File: config.mk
export PLATFORM = sky130hd
export DESIGN_NAME = sc_mux_add_seq
export DESIGN_NICKNAME = d
export VERILOG_FILES = /design/src/rtl/sc_mux_add_pkg.sv /design/src/rtl/sc_sel_gen.sv /design/src/rtl/sc_mux_add_seq.sv
export SDC_FILE = /design/constraint.sdc
export NUM_CORES = 1
export LEC_CHECK = 0
export ABC_AREA = 0
export BUFFER_PORTS_ARGS = -buffer_cell sky130_fd_sc_hd__buf_2
export CAP_MARGIN = 20
export CORE_UTILIZATION = 50
export CTS_CLUSTER_DIAMETER = 100
export CTS_CLUSTER_SIZE = 25
export DETAILED_ROUTE_END_ITERATION = 8
export GPL_TIMING_DRIVEN = 0
export PLACE_DENSITY = 0.75
export SYNTH_ARGS = -nofsm -noshare
export SYNTH_HDL_FRONTEND = slang
export SYNTH_HIERARCHICAL = 1
export SYNTH_SLANG_ARGS = --single-unit
File: constraint.sdc
create_clock -name clk -period 2.7 [get_ports clk]
set_clock_uncertainty 0.1 [all_clocks]
set_input_delay 0.27 -clock clk [delete_from_list [all_inputs] [get_ports clk]]
set_output_delay 0.27 -clock clk [all_outputs]
set_load 0.02 [all_outputs]
File: src/rtl/sc_mux_add_pkg.sv
// Shared types and helpers for the stochastic-computing mux adder:
// select-mode and FSM encodings, LFSR tap lookup and index bit reversal.
package sc_mux_add_pkg;

  // Select-sequence modes; encoding 3 is decoded as bit-reversed by the consumer.
  typedef enum logic [1:0] {
    MODE_RR     = 2'd0,
    MODE_BITREV = 2'd1,
    MODE_LFSR   = 2'd2
  } mode_e;

  // Frame control states.
  typedef enum logic [1:0] {
    ST_IDLE = 2'd0,
    ST_RUN  = 2'd1,
    ST_DONE = 2'd2
  } state_e;

  // Feedback tap mask for a maximal-length Fibonacci LFSR that shifts left and
  // inserts the XOR of the masked bits at bit 0. Bit (t-1) set means tap t.
  function automatic logic [7:0] lfsr_taps(input int w);
    logic [7:0] m;
    case (w)
      3:       m = 8'b0000_0110;  // x^3 + x^2 + 1
      4:       m = 8'b0000_1100;  // x^4 + x^3 + 1
      5:       m = 8'b0001_0100;  // x^5 + x^3 + 1
      6:       m = 8'b0011_0000;  // x^6 + x^5 + 1
      7:       m = 8'b0110_0000;  // x^7 + x^6 + 1
      default: m = 8'b1011_1000;  // x^8 + x^6 + x^5 + x^4 + 1
    endcase
    return m;
  endfunction

  // Reverse the low w bits of v (w <= 8). Shift-based so no bit index
  // depends on a run-time expression.
  function automatic logic [7:0] bit_reverse(input logic [7:0] v, input int w);
    logic [7:0] r;
    logic [7:0] t;
    r = '0;
    t = v;
    for (int i = 0; i < 8; i++) begin
      if (i < w) begin
        r = {r[6:0], t[0]};
        t = t >> 1;
      end
    end
    return r;
  endfunction

endpackage

File: src/rtl/sc_sel_gen.sv
// Select-index generator: round-robin or bit-reversed index stepping under a
// hold counter, or bit-reversed stepping gated by a free-running LFSR.
module sc_sel_gen
  import sc_mux_add_pkg::*;
#(
  parameter  int INUM    = 8,
  parameter  int LFSR_W  = 3,
  parameter  int HOLD_W  = 4,
  localparam int LOGINUM = $clog2(INUM)
) (
  input  logic               clk,
  input  logic               rst,
  input  logic               i_load,
  input  logic [LFSR_W-1:0]  i_seed,
  input  logic               i_run,
  input  logic [1:0]         i_mode,
  input  logic [HOLD_W-1:0]  i_hold,
  output logic [LOGINUM-1:0] o_sel
);

  localparam logic [7:0]        TAPS8 = lfsr_taps(LFSR_W);
  localparam logic [LFSR_W-1:0] TAPS  = TAPS8[LFSR_W-1:0];

  logic [LFSR_W-1:0]  r_lfsr;
  logic [LOGINUM-1:0] r_idx;
  logic [HOLD_W-1:0]  r_hcnt;

  logic               w_fb;
  logic [LFSR_W-1:0]  w_lfsr_nxt;
  logic [LFSR_W-1:0]  w_seed;
  logic               w_lfsr_gated;
  logic               w_step;
  logic               w_use_rev;
  logic [7:0]         w_rev8;

  assign w_fb         = ^(r_lfsr & TAPS);
  assign w_lfsr_nxt   = {r_lfsr[LFSR_W-2:0], w_fb};
  // An all-zero seed would lock the LFSR, so it is promoted to 1.
  assign w_seed       = (i_seed == '0) ? LFSR_W'(1) : i_seed;
  assign w_lfsr_gated = (i_mode == MODE_LFSR);
  // Gated mode steps whenever the LFSR passes through state 1, i.e. once per
  // LFSR period; the other modes step after cfg_hold extra cycles.
  assign w_step       = w_lfsr_gated ? (r_lfsr == LFSR_W'(1)) : (r_hcnt == i_hold);
  assign w_use_rev    = (i_mode != MODE_RR);
  assign w_rev8       = bit_reverse(8'(r_idx), LOGINUM);
  assign o_sel        = w_use_rev ? w_rev8[LOGINUM-1:0] : r_idx;

  // LFSR, hold counter and index: load at frame start, advance on RUN edges.
  always_ff @(posedge clk) begin
    if (rst) begin
      r_lfsr <= LFSR_W'(1);
      r_idx  <= '0;
      r_hcnt <= '0;
    end else if (i_load) begin
      r_lfsr <= w_seed;
      r_idx  <= '0;
      r_hcnt <= '0;
    end else if (i_run) begin
      r_lfsr <= w_lfsr_nxt;
      if (w_step) begin
        r_idx <= r_idx + LOGINUM'(1);
      end
      if (!w_lfsr_gated) begin
        if (w_step) begin
          r_hcnt <= '0;
        end else begin
          r_hcnt <= r_hcnt + HOLD_W'(1);
        end
      end
    end
  end

endmodule

File: src/rtl/sc_mux_add_seq.sv
// Stochastic-computing 1/INUM scaled adder: forwards one input bitstream per
// cycle chosen by sc_sel_gen, runs for a programmed frame length, counts the
// ones emitted and pulses done when the count is final.
module sc_mux_add_seq
  import sc_mux_add_pkg::*;
#(
  parameter  int INUM    = 8,
  parameter  int LFSR_W  = 3,
  parameter  int CNT_W   = 8,
  parameter  int HOLD_W  = 4,
  localparam int LOGINUM = $clog2(INUM)
) (
  input  logic              clk,
  input  logic              rst,
  input  logic              start,
  input  logic [1:0]        cfg_mode,
  input  logic [HOLD_W-1:0] cfg_hold,
  input  logic [LFSR_W-1:0] cfg_seed,
  input  logic [CNT_W-1:0]  cfg_len,
  input  logic [INUM-1:0]   in,
  output logic              out,
  output logic              out_valid,
  output logic              busy,
  output logic              done,
  output logic [CNT_W:0]    ones
);

  state_e             r_state;
  logic [1:0]         r_mode;
  logic [HOLD_W-1:0]  r_hold;
  logic [CNT_W-1:0]   r_len;
  logic [CNT_W-1:0]   r_cyc;
  logic               r_out;
  logic               r_out_valid;
  logic [CNT_W:0]     r_ones;

  logic               w_accept;
  logic               w_run;
  logic               w_last;
  logic [LOGINUM-1:0] w_sel;
  logic               w_bit;

  assign w_accept = (r_state == ST_IDLE) && start;
  assign w_run    = (r_state == ST_RUN);
  // len 0 wraps to all-ones here, giving a full 2^CNT_W-bit frame.
  assign w_last   = (r_cyc == (r_len - CNT_W'(1)));
  assign w_bit    = in[w_sel];

  sc_sel_gen #(
    .INUM   (INUM),
    .LFSR_W (LFSR_W),
    .HOLD_W (HOLD_W)
  ) u_sel_gen (
    .clk    (clk),
    .rst    (rst),
    .i_load (w_accept),
    .i_seed (cfg_seed),
    .i_run  (w_run),
    .i_mode (r_mode),
    .i_hold (r_hold),
    .o_sel  (w_sel)
  );

  // Frame configuration is captured only when a start is accepted.
  always_ff @(posedge clk) begin
    if (w_accept) begin
      r_mode <= cfg_mode;
      r_hold <= cfg_hold;
      r_len  <= cfg_len;
    end
  end

  // Frame FSM, bit counter, output register and ones accumulator.
  always_ff @(posedge clk) begin
    if (rst) begin
      r_state     <= ST_IDLE;
      r_cyc       <= '0;
      r_out       <= 1'b0;
      r_out_valid <= 1'b0;
      r_ones      <= '0;
    end else begin
      unique case (r_state)
        ST_IDLE: begin
          r_out_valid <= 1'b0;
          if (start) begin
            r_cyc   <= '0;
            r_ones  <= '0;
            r_state <= ST_RUN;
          end
        end
        ST_RUN: begin
          r_out       <= w_bit;
          r_out_valid <= 1'b1;
          r_ones      <= r_ones + (CNT_W+1)'(w_bit);
          r_cyc       <= r_cyc + CNT_W'(1);
          if (w_last) begin
            r_state <= ST_DONE;
          end
        end
        ST_DONE: begin
          // The last frame bit is on out during this cycle; drop valid after it.
          r_out_valid <= 1'b0;
          r_state     <= ST_IDLE;
        end
        default: begin
          r_state <= ST_IDLE;
        end
      endcase
    end
  end

  assign out       = r_out;
  assign out_valid = r_out_valid;
  assign busy      = (r_state != ST_IDLE);
  assign done      = (r_state == ST_DONE);
  assign ones      = r_ones;

endmodule

# Yosys cells after proc, flatten, opt, wreduce, memory -nomap -nowiden

Index checks and enable logic that the tools add are counted.

Add/sub/neg operators: 5
Mux-type cells: 16
Equal/unequal tests: 8
Order comparisons: 1
Reductions and logical operators: 15
Bitwise operators: 1

Operators with widths:

| cell                | count |
|---|---|
| $pmux 9 s2          | 1 |
| $pmux 8 s2          | 1 |
| $mux 3              | 4 |
| $reduce_bool 2->1   | 5 |
| $add 9x1->9         | 1 |
| $mux 9              | 1 |
| $add 8x1->8 const B | 1 |
| $eq 8x8->1          | 1 |
| $mux 8              | 1 |
| $reduce_and 2->1    | 4 |
| $sub 8x1->8 const B | 1 |
| $add 4x1->4 const B | 1 |
| $eq 2x2->1 const B  | 2 |
| $eq 4x4->1          | 1 |
| $lt 3x4->1 const B  | 1 |
| $mux 2              | 2 |
| $mux 4              | 1 |
| $ne 2x2->1 const B  | 2 |
| $pmux 2 s2          | 1 |
| $reduce_or 2->1     | 2 |
| $add 3x1->3 const B | 1 |
| $bmux 1 s3          | 1 |
| $eq 3x1->1 const B  | 1 |
| $logic_not 3->1     | 1 |
| other kinds (7)     | 8 |

Output and inout port bits: 13
Bits in registers: 45
Input bits: 28
Word-level logic and storage cells: 57

# Longest topological paths before layout

Gate-level depths: netlist of run 1.

Word-level depth: 6
Depth in mapped cells: 11
Mapped depth without buffers: 11

# By module

The synthesis of run 1 kept the hierarchy.

By module, submodules not included:

| module         | area each (um^2) | times used | sequential area each (um^2) | cells each |
|---|---|---|---|---|
| sc_mux_add_seq | 1,660.3          | 1          | 840.8                       | 162 |
| sc_sel_gen     | 708.2            | 1          | 200.2                       | 84 |

# Worst setup path before layout of run 1

OpenSTA, ideal clock, no wires.

Path type: register to register
From: reg r_mode[1]
To: reg r_ones[8], in the netlist ones[8]
Stages on the path, launching flop included: 12
Data required time: 2.535 ns
Path slack: -0.073 ns
Arrival: 2.608 ns
Path buffers: 0
Cell sequence: edfxtp_1 nor2_1 mux2_2 mux4_2 mux2_2 ha_1 ha_1 inv_1 nor3_2 nand3_1 mux2_1 nor2_1

Longest elaborated chain between the ends: 6

Ends and longest elaborated chain:

| item                         | RTL line             | RTL |
|---|---|---|
| start, declared              | sc_mux_add_seq.sv:29 | `logic [1:0] r_mode;` |
| start signal, assigned       | sc_mux_add_seq.sv:67 | `r_mode <= cfg_mode;` |
| $reduce_bool 2->1            | sc_sel_gen.sv:44     | `assign w_use_rev = (i_mode != MODE_RR);` |
| $mux 3                       | sc_sel_gen.sv:46     | `assign o_sel = w_use_rev ? w_rev8[LOGINUM-1:0] : r_idx;` |
| named net w_sel[0]           | sc_mux_add_seq.sv:40 | `logic [LOGINUM-1:0] w_sel;` |
| $bmux 1 s3                   | sc_mux_add_seq.sv:47 | `assign w_bit = in[w_sel];` |
| $mux 1 (not written as such) | sc_mux_add_seq.sv:47 |  |
| named net w_bit              | sc_mux_add_seq.sv:41 | `logic w_bit;` |
| $add 9x1->9                  | sc_mux_add_seq.sv:94 | `r_ones <= r_ones + (CNT_W+1)'(w_bit);` |
| $pmux 9 s2                   | sc_mux_add_seq.sv:82 | `unique case (r_state)` |
| end signal, assigned         | sc_mux_add_seq.sv:94 |  |
| end, declared                | sc_mux_add_seq.sv:35 | `logic [CNT_W:0] r_ones;` |

The timed path passes the listed nets, and every way through them passes these cells. The select of a mux whose other input is x is not followed.
A chain may end at the register's enable or synchronous reset.

# Worst setup path in the final report of run 1

From: reg r_mode[0]
To: reg r_ones[4], in the netlist ones[4]

Same word-level chain as after synthesis.

==> results.sh, run 1 <==
export IMPL_fp_dieH_um=70.83
export IMPL_hp_class="in2reg"
export IMPL_overflow=0
export IMPL_tightest_slew_ns=0.5319
export IMPL_nets=332
export IMPL_clk_latency_ns=0.31
export IMPL_ff_latch_area_um2=1041
export IMPL_grt_pass1_wl_um=8142
export IMPL_synth_simple_gate_area_share_pct=24.04
export IMPL_start_util_pct=53.29
export IMPL_finalHoldViolCount=0
export IMPL_instances_no_fill=351
export IMPL_path_max_fanout=3
export IMPL_fin_ws_ns=-0.05661
export IMPL_gp_congestion=0.7495
export IMPL_firstDrtPassIters=7
export IMPL_first_iter_violations=130
export IMPL_vias=1923
export IMPL_dp_worst_setup_slack_ns=-0.1884
export IMPL_clk_pin_slew_ns=0.09
export IMPL_worstPathRequired_ns=2.83
export IMPL_power_share_switching_pct=26.46
export IMPL_yosysUniqueCellTypes=52
export IMPL_critPathLaunchType="flip-flop"
export IMPL_ys_top_cells_by_area="dfxtp_1, edfxtp_1, nor2_1"
export IMPL_min_period_ns=2.757
export IMPL_synthMuxAreaShare_pct=7.977
export IMPL_vias_per_cell=5.479
export IMPL_wire_per_inst_um=13.67
export IMPL_maxSlewViolCount=0
export IMPL_rsz0062_at_grt="yes"
export IMPL_place_port_buffers=40
export IMPL_synth_compound_area_share_pct=11.46
export IMPL_slowest_stage="edfxtp_1"
export IMPL_cts_htree_levels=2
export IMPL_die_w_um=70.83
export IMPL_p_clk_share_pct=32.1
export IMPL_fmaxAchievable_mhz=362.8
export IMPL_peakVddDrop_mv=0.3273
export IMPL_maxSlewHeadroom_pct=64.04
export IMPL_hpwl_um=3350
export IMPL_avgSynthCellArea_um2=9.628
export IMPL_synth_nets=280
export IMPL_area_growth_pct=20.29
export IMPL_drv_cap=0
export IMPL_yosysSeqAreaShare_pct=43.95
export IMPL_p_leak_nw=1.118
export IMPL_power_frac_comb_pct=13.5
export IMPL_power_mw=1.380
export IMPL_cts_tree="done"
export IMPL_ys_flop_type="dfxtp_1"
export IMPL_synth_edf_count=14
export IMPL_power_switching_uw=365.0
export IMPL_drc=8
export IMPL_p_seq_share_pct=54.4
export IMPL_endpoint_kind="flip-flop"
export IMPL_synthAdderAreaFrac_pct=3.170
export IMPL_drive_above_1_share_pct=30.77
export IMPL_grt_usage_pct=20.98
export IMPL_async_flop_share_pct=0
export IMPL_synth_top_family_by_area="simple AND/OR/NAND/NOR gates"
export IMPL_n_antenna_cell=0
export IMPL_io_pins=41
export IMPL_final_fill_count=381
export IMPL_violations="design-rule violations, negative setup slack"
export IMPL_synth_top_area_share_pct=26.20
export IMPL_final_setup_tns_ns=-0.08084
export IMPL_grt_max_degree=21
export IMPL_antenna_found_initial=0
export IMPL_grt_pass1_vias=1871
export IMPL_p_per_area_nw_per_um2=484.2
export IMPL_rows=24
export IMPL_wl_um=4798
export IMPL_synth_xor_area_share_pct=5.917
export IMPL_cts_buffers=5
export IMPL_multiInputGateArea_um2=1320
export IMPL_r2r_slack_ns=-0.06
export IMPL_ys_seq_elements=45
export IMPL_clk_path_buf_depth=2
export IMPL_status="finished, violations left"
export IMPL_critical_path_max_stage_delay_ns=0.43
export IMPL_path_buf_inv=1
export IMPL_synth_largest_area_cell="dfxtp_1"
export IMPL_die_area_um2=5016
export IMPL_cts_num_sinks=45
export IMPL_core_area_um2=4444
export IMPL_fin_util_pct=64.10
export IMPL_cts_root_buf="clkbuf_8"
export IMPL_synthCells=246
export IMPL_yosys_top_cells_count="nor2_1, dfxtp_1, nand2_1, a21oi_1, nand3_1"
export IMPL_dp_cells=338
export IMPL_crit_family="multiplexers"
export IMPL_syn_area_um2=2369
export IMPL_drtAntennaViolNets=0
export IMPL_intPower_mw=1.015
export IMPL_yosysMostFrequentCell="nor2_1"
export IMPL_period_share_pct=102.1
export IMPL_path_class="reg2reg"
export IMPL_crit_chain="nor2_4 > mux2_4 > mux4_2 > mux2_4 > ha_4 > ha_4 > buf_6 > nand3_2 > xnor2_1 > nand2_1 > a21oi_1"
export IMPL_setup_violations=2
export IMPL_critPathArrivalTime_ns=2.89
export IMPL_synth_warning_count=6
path summary, 6_finish.rpt:
check | start | to | cells past startpoint
hold / removal | cfg_mode[0] | r_mode[0] | 1
setup reg to reg | r_mode[0] | ones[4] | 11
hold reg to reg | out | out | 2
setup / recovery | r_mode[0] | ones[4] | 11
metrics by stage:
step,instance area (µm²),hold slack [ns]
after CTS,2815,0.03004
after detailed placement,2643,0.3481
after floorplan,2377,0.2424
after global routing,2849,0.02171
after global placement,2643,0.3464
final,2849,0.03590
cells by family after synthesis:
family	Yosys count
multiplexers	15
adder cells (fa/ha/maj)	6
flip-flops	45
AO/OA/AOI/OAI	40
AND/OR/NAND/NOR	108
buffers and inverters	16
XOR/XNOR	16
repair_timing:
action                                  CTS  global route
gates resized for setup                   9             8
hold buffers                              0             0
buffers inserted                          4             1
pin swaps                                 4             5
endpoints found under the setup margin    2             5
final cells by class:
| class | instances | share of cell area (%) |
|---|---|---|
| clock buffer | 6 | 2.899 |
| timing repair buffer | 45 | 8.476 |
| multi-input combinational | 185 | 46.33 |
| buffer | 9 | 1.976 |
| sequential | 45 | 36.54 |
| tap | 52 | 2.284 |
| clock inverter | 2 | 0.4831 |
| inverter | 7 | 1.010 |
per-layer routing:
metal	vias up	global-route usage [%]	part of all wire [%]
li1	983	-	-
met1	881	25.80	45
met2	51	34.83	47
met3	8	5.413	5.4
met4	0	9.333	1.9
met5	-	0	0
power by group through the flow:
stage / combinational (mW) / clock (mW) / sequential [mW]
floorplan: 0.122 / 0 / 0.765
global placement: 0.174 / 0 / 0.764
detailed placement: 0.177 / 0 / 0.765
CTS: 0.185 / 0.455 / 0.750
global route: 0.209 / 0.481 / 0.754
finish: 0.187 / 0.443 / 0.750
cells in the final DEF, fill, tap and decap left out, drive strengths merged, types with 2 or more instances in the layout:
cell type	instances
nor4	2
nor3	10
mux2	8
o21ai	2
o2111ai	3
mux4	2
mux2i	5
nor2	35
and2	3
nand2b	4
xnor2	13
and3	4
edfxtp	14
a211oi	4
ha	6
nor2b	4
xor2	3
clkbuf	9
a211o	2
nand3	18
dfxtp	31
nand2	20
buf	51
inv	7
a21oi	18
o211ai	5
clkinv	2
registers in the layout (all words and copies together), names as in the netlist:
signal            flops
ones                  9
out                   1
out_valid             1
r_cyc                 8
r_hold                4
r_len                 8
r_mode                2
r_state               2
u_sel_gen/r_hcnt      4
u_sel_gen/r_idx       3
u_sel_gen/r_lfsr      3
No activity file was read; power rests on OpenSTA's default activity.
==> inputs of run 2 (changes only) <==
REMOVE_ABC_BUFFERS = 1   (was unset)
==> run 2 against run 1 <==
The flow finishes with violations (negative setup slack). Largest cell class unchanged. Die area did not move. Cell area fell by 0.66%. Worst hold slack barely moved. Critical endpoint unchanged. Fmax rose by 1.8%. Core utilization fell by 0.42 points. Wire length fell by 4.6%.
==> results.sh, run 2 (same netlist as run 1, synthesis figures left out) <==
export IMPL_status="finished, violations left"
export IMPL_violations="negative setup slack"
export IMPL_place_port_buffers=40
export IMPL_multiInputGateArea_um2=1333
export IMPL_grt_use_met1_pct=22.33
export IMPL_drive_above_1_share_pct=30.58
export IMPL_clk_pin_slew_ns=0.09
export IMPL_hold_path_startpoint="cfg_len[5]"
export IMPL_placed_cell_area_um2=2577
export IMPL_cts_buffers=5
export IMPL_grt_busiest_layer="met2"
export IMPL_p_leak_nw=1.115
export IMPL_critPathArrivalTime_ns=2.85
export IMPL_setup_violations=2
export IMPL_fmaxAchievable_mhz=369.3
export IMPL_cts_root_buf="clkbuf_8"
export IMPL_fin_ws_ns=-0.007748
export IMPL_grt_usage_pct=19.58
export IMPL_rows=24
export IMPL_final_cell_mix="buf_2, dfxtp_1, nor2_1, nand2_1, a21oi_1"
export IMPL_r2r_start="r_mode[1]"
export IMPL_grt_pass1_vias=1814
export IMPL_finalHoldViolCount=0
export IMPL_drtAntennaViolNets=0
export IMPL_wire_per_inst_um=13.34
export IMPL_io_pins=41
export IMPL_worst_r2r_cell_count=11
export IMPL_hpwl_um=2949
export IMPL_rsz0062_at_grt="yes"
export IMPL_intPower_mw=1.064
export IMPL_largest_register_ff_count=9
export IMPL_n_antenna_cell=0
export IMPL_cts_htree_levels=2
export IMPL_gr_usage_met3_pct=3.989
export IMPL_grt_pass1_wl_um=7748
export IMPL_fin_area_um2=2830
export IMPL_hp_class="in2reg"
export IMPL_area_growth_pct=19.49
export IMPL_vias_per_cell=5.531
export IMPL_grt_max_degree=28
export IMPL_layout_commonest_cell="buf_2"
export IMPL_firstDrtPassIters=6
export IMPL_maxSlewViolCount=0
export IMPL_tightest_slew_ns=0.5681
export IMPL_fin_util_pct=63.68
export IMPL_dp_cells=329
export IMPL_use_met2_pct=35.90
export IMPL_worstPathRequired_ns=2.84
export IMPL_nets=324
export IMPL_cts_num_sinks=45
export IMPL_reg2reg_to="ones[4]"
export IMPL_power_frac_comb_pct=12.4
export IMPL_path_max_fanout=3
export IMPL_period_share_pct=100.3
export IMPL_vias=1897
export IMPL_critPathLaunchType="flip-flop"
export IMPL_instances_no_fill=343
export IMPL_ff_latch_area_um2=1041
export IMPL_final_fill_count=381
export IMPL_p_clk_share_pct=35.0
export IMPL_drc=0
export IMPL_die_w_um=70.83
export IMPL_maxSlewHeadroom_pct=62.07
export IMPL_overflow=0
export IMPL_cts_tree="done"
export IMPL_power_share_switching_pct=25.35
export IMPL_first_iter_violations=104
export IMPL_core_area_um2=4444
export IMPL_final_setup_tns_ns=-0.008035
export IMPL_clk_latency_ns=0.30
export IMPL_power_switching_uw=361.3
export IMPL_peakVddDrop_mv=0.3605
export IMPL_r2r_slack_ns=-0.008
export IMPL_holdPathStages=1
export IMPL_wl_um=4575
export IMPL_postCtsHoldBufs=0
export IMPL_holdPathEnd="r_len[5]"
export IMPL_antenna_found_initial=0
export IMPL_start_util_pct=53.29
export IMPL_path_class="reg2reg"
export IMPL_min_period_ns=2.708
export IMPL_drv_cap=0
export IMPL_p_per_area_nw_per_um2=503.6
export IMPL_p_seq_share_pct=52.6
export IMPL_gp_congestion=0.8209
export IMPL_die_area_um2=5016
export IMPL_clk_path_buf_depth=2
export IMPL_endpoint_kind="flip-flop"
export IMPL_fp_dieH_um=70.83
run 2: layer usage:
layer / vias to the layer above / wire length, µm
li1: 972 / -
met1: 876 / 2072
met2: 39 / 2259
met3: 10 / 156
met4: 0 / 87
met5: - / 0
run 2: layout make-up:
class | count | share of cell area, %
clock buffers | 7 | 3.802
clock inverters | 1 | 0.2210
inverters | 7 | 1.017
multi-input cells | 185 | 47.08
flip-flops and latches | 45 | 36.78
well taps | 52 | 2.299
repair buffers | 46 | 8.798
run 2: repair_timing:
item	in CTS	in global routing
buffers inserted	3	3
resized for setup	11	10
pin swaps	3	6
gates cloned	0	0
setup endpoints to repair	5	4
run 2: metrics by stage:
step / setup slack [ns] / total power [mW] / hold slack, ns
floorplan: -0.07657 / 0.8743 / 0.2362
global placement: -0.2015 / 0.9282 / 0.3460
detailed placement: -0.2392 / 0.9326 / 0.3481
CTS: 0.01869 / 1.436 / 0.03098
global route: -0.1043 / 1.481 / 0.02850
finish: -0.007748 / 1.425 / 0.03618
run 2: power groups by stage:
stage	registers [mW]	logic [mW]	clock network (mW)
after global routing	0.754	0.199	0.528
final	0.750	0.177	0.499
after global placement	0.764	0.164	0
after CTS	0.749	0.176	0.510
after floorplan	0.765	0.110	0
after detailed placement	0.765	0.168	0
run 2: worst max-delay path, stage by stage (launching register included):
cell and delay (ns):
edfxtp_1 0.41, nor2_2 0.16, mux2_4 0.33, mux4_2 0.43, mux2_4 0.31, ha_4 0.18, ha_4 0.17, buf_6 0.12
nand3_4 0.08, xnor2_2 0.11, nand2_1 0.09, a21oi_2 0.14
run 2: how the worst max path moves through the flow:
stage	from	end	cells after the start
floorplan	r_mode[1]	ones[8]	11
global placement	r_mode[1]	ones[8]	11
detailed placement	r_mode[1]	ones[8]	11
CTS	r_mode[0]	ones[8]	11
global route	r_mode[1]	ones[4]	11
finish	r_mode[1]	ones[4]	11
==> inputs of run 3 (changes only) <==
ABC_AREA = 1   (was 0)
==> run 3 against run 2 <==
Largest power group unchanged. Clock power up 2%. Largest cell class unchanged. Sequential power grew 1%. Worst hold slack better by 0.0024 ns. The flow now finishes without violations. First-iteration DRC count grew 13%. Global-route usage grew 0.50 points. Count of clock-buffer cells in the layout is 1 lower. Worst setup slack better by 0.10 ns. Area after synthesis rose by 2.1%.
==> results.sh, run 3 <==
export IMPL_fmaxAchievable_mhz=383.7
export IMPL_worstPathRequired_ns=2.80
export IMPL_synth_top_area_share_pct=25.67
export IMPL_instances_no_fill=404
export IMPL_vias_per_cell=5.156
export IMPL_synth_largest_area_cell="dfxtp_1"
export IMPL_layout_commonest_cell="nand2_1"
export IMPL_peakVddDrop_mv=0.2903
export IMPL_holdPathStages=1
export IMPL_fin_area_um2=2879
export IMPL_largest_register_ff_count=9
export IMPL_hp_class="in2reg"
export IMPL_synthCells=304
export IMPL_clk_pin_slew_ns=0.09
export IMPL_hpwl_um=3383
export IMPL_period_share_pct=96.54
export IMPL_status="finished clean"
export IMPL_use_met2_pct=33.44
export IMPL_grt_busiest_layer="met2"
export IMPL_drtAntennaViolNets=0
export IMPL_synth_warning_count=6
export IMPL_finalHoldViolCount=0
export IMPL_cts_buffers=5
export IMPL_dp_cells=393
export IMPL_min_period_ns=2.607
export IMPL_drc=0
export IMPL_gr_usage_met3_pct=3.797
export IMPL_grt_pass1_vias=1848
export IMPL_cts_root_buf="clkbuf_8"
export IMPL_maxSlewHeadroom_pct=74.21
export IMPL_grt_use_met1_pct=25.70
export IMPL_r2r_slack_ns=0.09
export IMPL_final_cell_mix="nand2_1, buf_2, nor2_1, inv_1, dfxtp_1"
export IMPL_n_antenna_cell=0
export IMPL_first_iter_violations=118
export IMPL_gp_congestion=0.8375
export IMPL_syn_area_um2=2417
export IMPL_wire_per_inst_um=11.68
export IMPL_path_class="reg2reg"
export IMPL_setup_violations=0
export IMPL_tightest_slew_ns=0.3854
export IMPL_overflow=0
export IMPL_cts_htree_levels=2
export IMPL_p_leak_nw=1.262
export IMPL_critPathLaunchType="flip-flop"
export IMPL_rsz0062_at_grt="yes"
export IMPL_drive_above_1_share_pct=24.72
export IMPL_ys_top_cells_by_area="dfxtp_1, edfxtp_1, nand2_1"
export IMPL_ys_flop_type="dfxtp_1"
export IMPL_grt_pass1_wl_um=7948
export IMPL_wl_um=4719
export IMPL_rows=24
export IMPL_async_flop_share_pct=0
export IMPL_endpoint_kind="flip-flop"
export IMPL_antenna_found_initial=0
export IMPL_yosys_top_cells_count="nand2_1, nor2_1, inv_1, dfxtp_1, o21ai_0"
export IMPL_critPathArrivalTime_ns=2.71
export IMPL_yosysMostFrequentCell="nand2_1"
export IMPL_cts_num_sinks=45
export IMPL_final_setup_tns_ns=0
export IMPL_die_w_um=71.53
export IMPL_path_max_fanout=5
export IMPL_placed_cell_area_um2=2666
export IMPL_nets=385
export IMPL_cts_tree="done"
export IMPL_postCtsHoldBufs=0
export IMPL_grt_usage_pct=20.08
export IMPL_clk_latency_ns=0.30
export IMPL_grt_max_degree=21
export IMPL_vias=2083
export IMPL_clk_path_buf_depth=2
export IMPL_ys_seq_elements=45
export IMPL_fp_dieH_um=71.53
export IMPL_maxSlewViolCount=0
export IMPL_drv_cap=0
export IMPL_avgSynthCellArea_um2=7.952
export IMPL_place_port_buffers=40
export IMPL_area_growth_pct=19.10
export IMPL_firstDrtPassIters=4
export IMPL_die_area_um2=5117
export IMPL_yosysSeqAreaShare_pct=43.06
export IMPL_worst_r2r_cell_count=19
export IMPL_dp_worst_setup_slack_ns=-0.2122
export IMPL_start_util_pct=53.67
export IMPL_final_fill_count=396
export IMPL_core_area_um2=4504
export IMPL_io_pins=41
export IMPL_yosysUniqueCellTypes=40
export IMPL_fin_ws_ns=0.09348
export IMPL_synth_edf_count=14
export IMPL_p_per_area_nw_per_um2=518.9
run 3: cell count changes after synthesis, sizes merged, moves of 5 or more:
| cell | previous run | this run |
|---|---|---|
| inv | 7 | 44 |
| mux2 | 8 | 0 |
| mux2i | 5 | 0 |
| nand2 | 20 | 74 |
| nor2 | 35 | 45 |
| o211ai | 5 | 0 |
| o21ai | 2 | 19 |
| xnor2 | 13 | 3 |
run 3: critical path, cell delays in order (launching register included):
cell and delay (ns):
edfxtp_1 0.43, nor2_4 0.18, nand2_2 0.09, o21ai_4 0.08, nor2_1 0.06, nor2_1 0.09
o21ai_1 0.07, o21ai_1 0.08, inv_1 0.06, o21a_1 0.21, inv_2 0.07, ha_4 0.14
ha_4 0.15, nand3_4 0.10, nor2_4 0.10, nand2_2 0.07, nor3b_4 0.23, nand3_1 0.10
nand2_1 0.08, a21oi_2 0.04
run 3: area by class of cell:
| type | instances | area [µm²] | area share, % |
|---|---|---|---|
| repair buffers | 43 | 222.7 | 7.736 |
| clock inverters | 2 | 38.79 | 1.347 |
| clock buffers | 6 | 72.57 | 2.521 |
| multi-input cells | 211 | 1262 | 43.85 |
| flip-flops and latches | 45 | 1041 | 36.16 |
| well taps | 52 | 65.06 | 2.260 |
| inverters | 45 | 176.4 | 6.128 |
run 3: per-layer routing:
metal	share of wire (%)	vias up
met3	5.3	7
li1	-	1086
met5	0	-
met2	46	50
met4	1.7	0
met1	47	940
run 3: power breakdown:
| group | switching, mW | total [mW] | internal [mW] | leakage, nW |
|---|---|---|---|---|
| logic | 0.144 | 0.227 | 0.0830 | 0.821 |
| registers | 0.0252 | 0.758 | 0.733 | 0.385 |
| clock network | 0.231 | 0.509 | 0.278 | 0.0554 |
run 3: worst paths after layout:
check | start | end
hold / removal | cfg_hold[3] | r_hold[3]
setup reg to reg | r_mode[1] | ones[8]
hold reg to reg | r_state[0] | out_valid
setup / recovery | r_mode[1] | ones[8]
run 3: kinds of logic (layout without fill, tap and decap cells):
logic type | count (synthesis) | count (layout) | synth area share (%)
fa+ha+maj | 6 | 6 | 3.106
flops | 45 | 45 | 43.06
xor+xnor | 8 | 8 | 2.899
buf+inv | 48 | 96 | 7.971
simple gates | 148 | 148 | 29.81
compound gates | 49 | 49 | 13.15
run 3: timing repair:
| item | CTS | global route |
|---|---|---|
| cloned | 0 | 0 |
| setup buffers | 1 | 2 |
| resized for setup | 9 | 11 |
| pin swaps | 3 | 6 |
| endpoints found under the setup margin | 3 | 2 |
| hold endpoints to repair | 0 | 0 |
run 3: metrics by stage:
step / hold WS (ns) / total power, mW / utilization (%)
CTS: 0.03000 / 1.503 / 62.75
detailed placement: 0.3481 / 0.9892 / 59.19
global route: 0.02347 / 1.568 / 63.92
finish: 0.03854 / 1.494 / 63.92
global placement: 0.3465 / 0.9840 / 59.19
floorplan: 0.2362 / 0.9240 / -
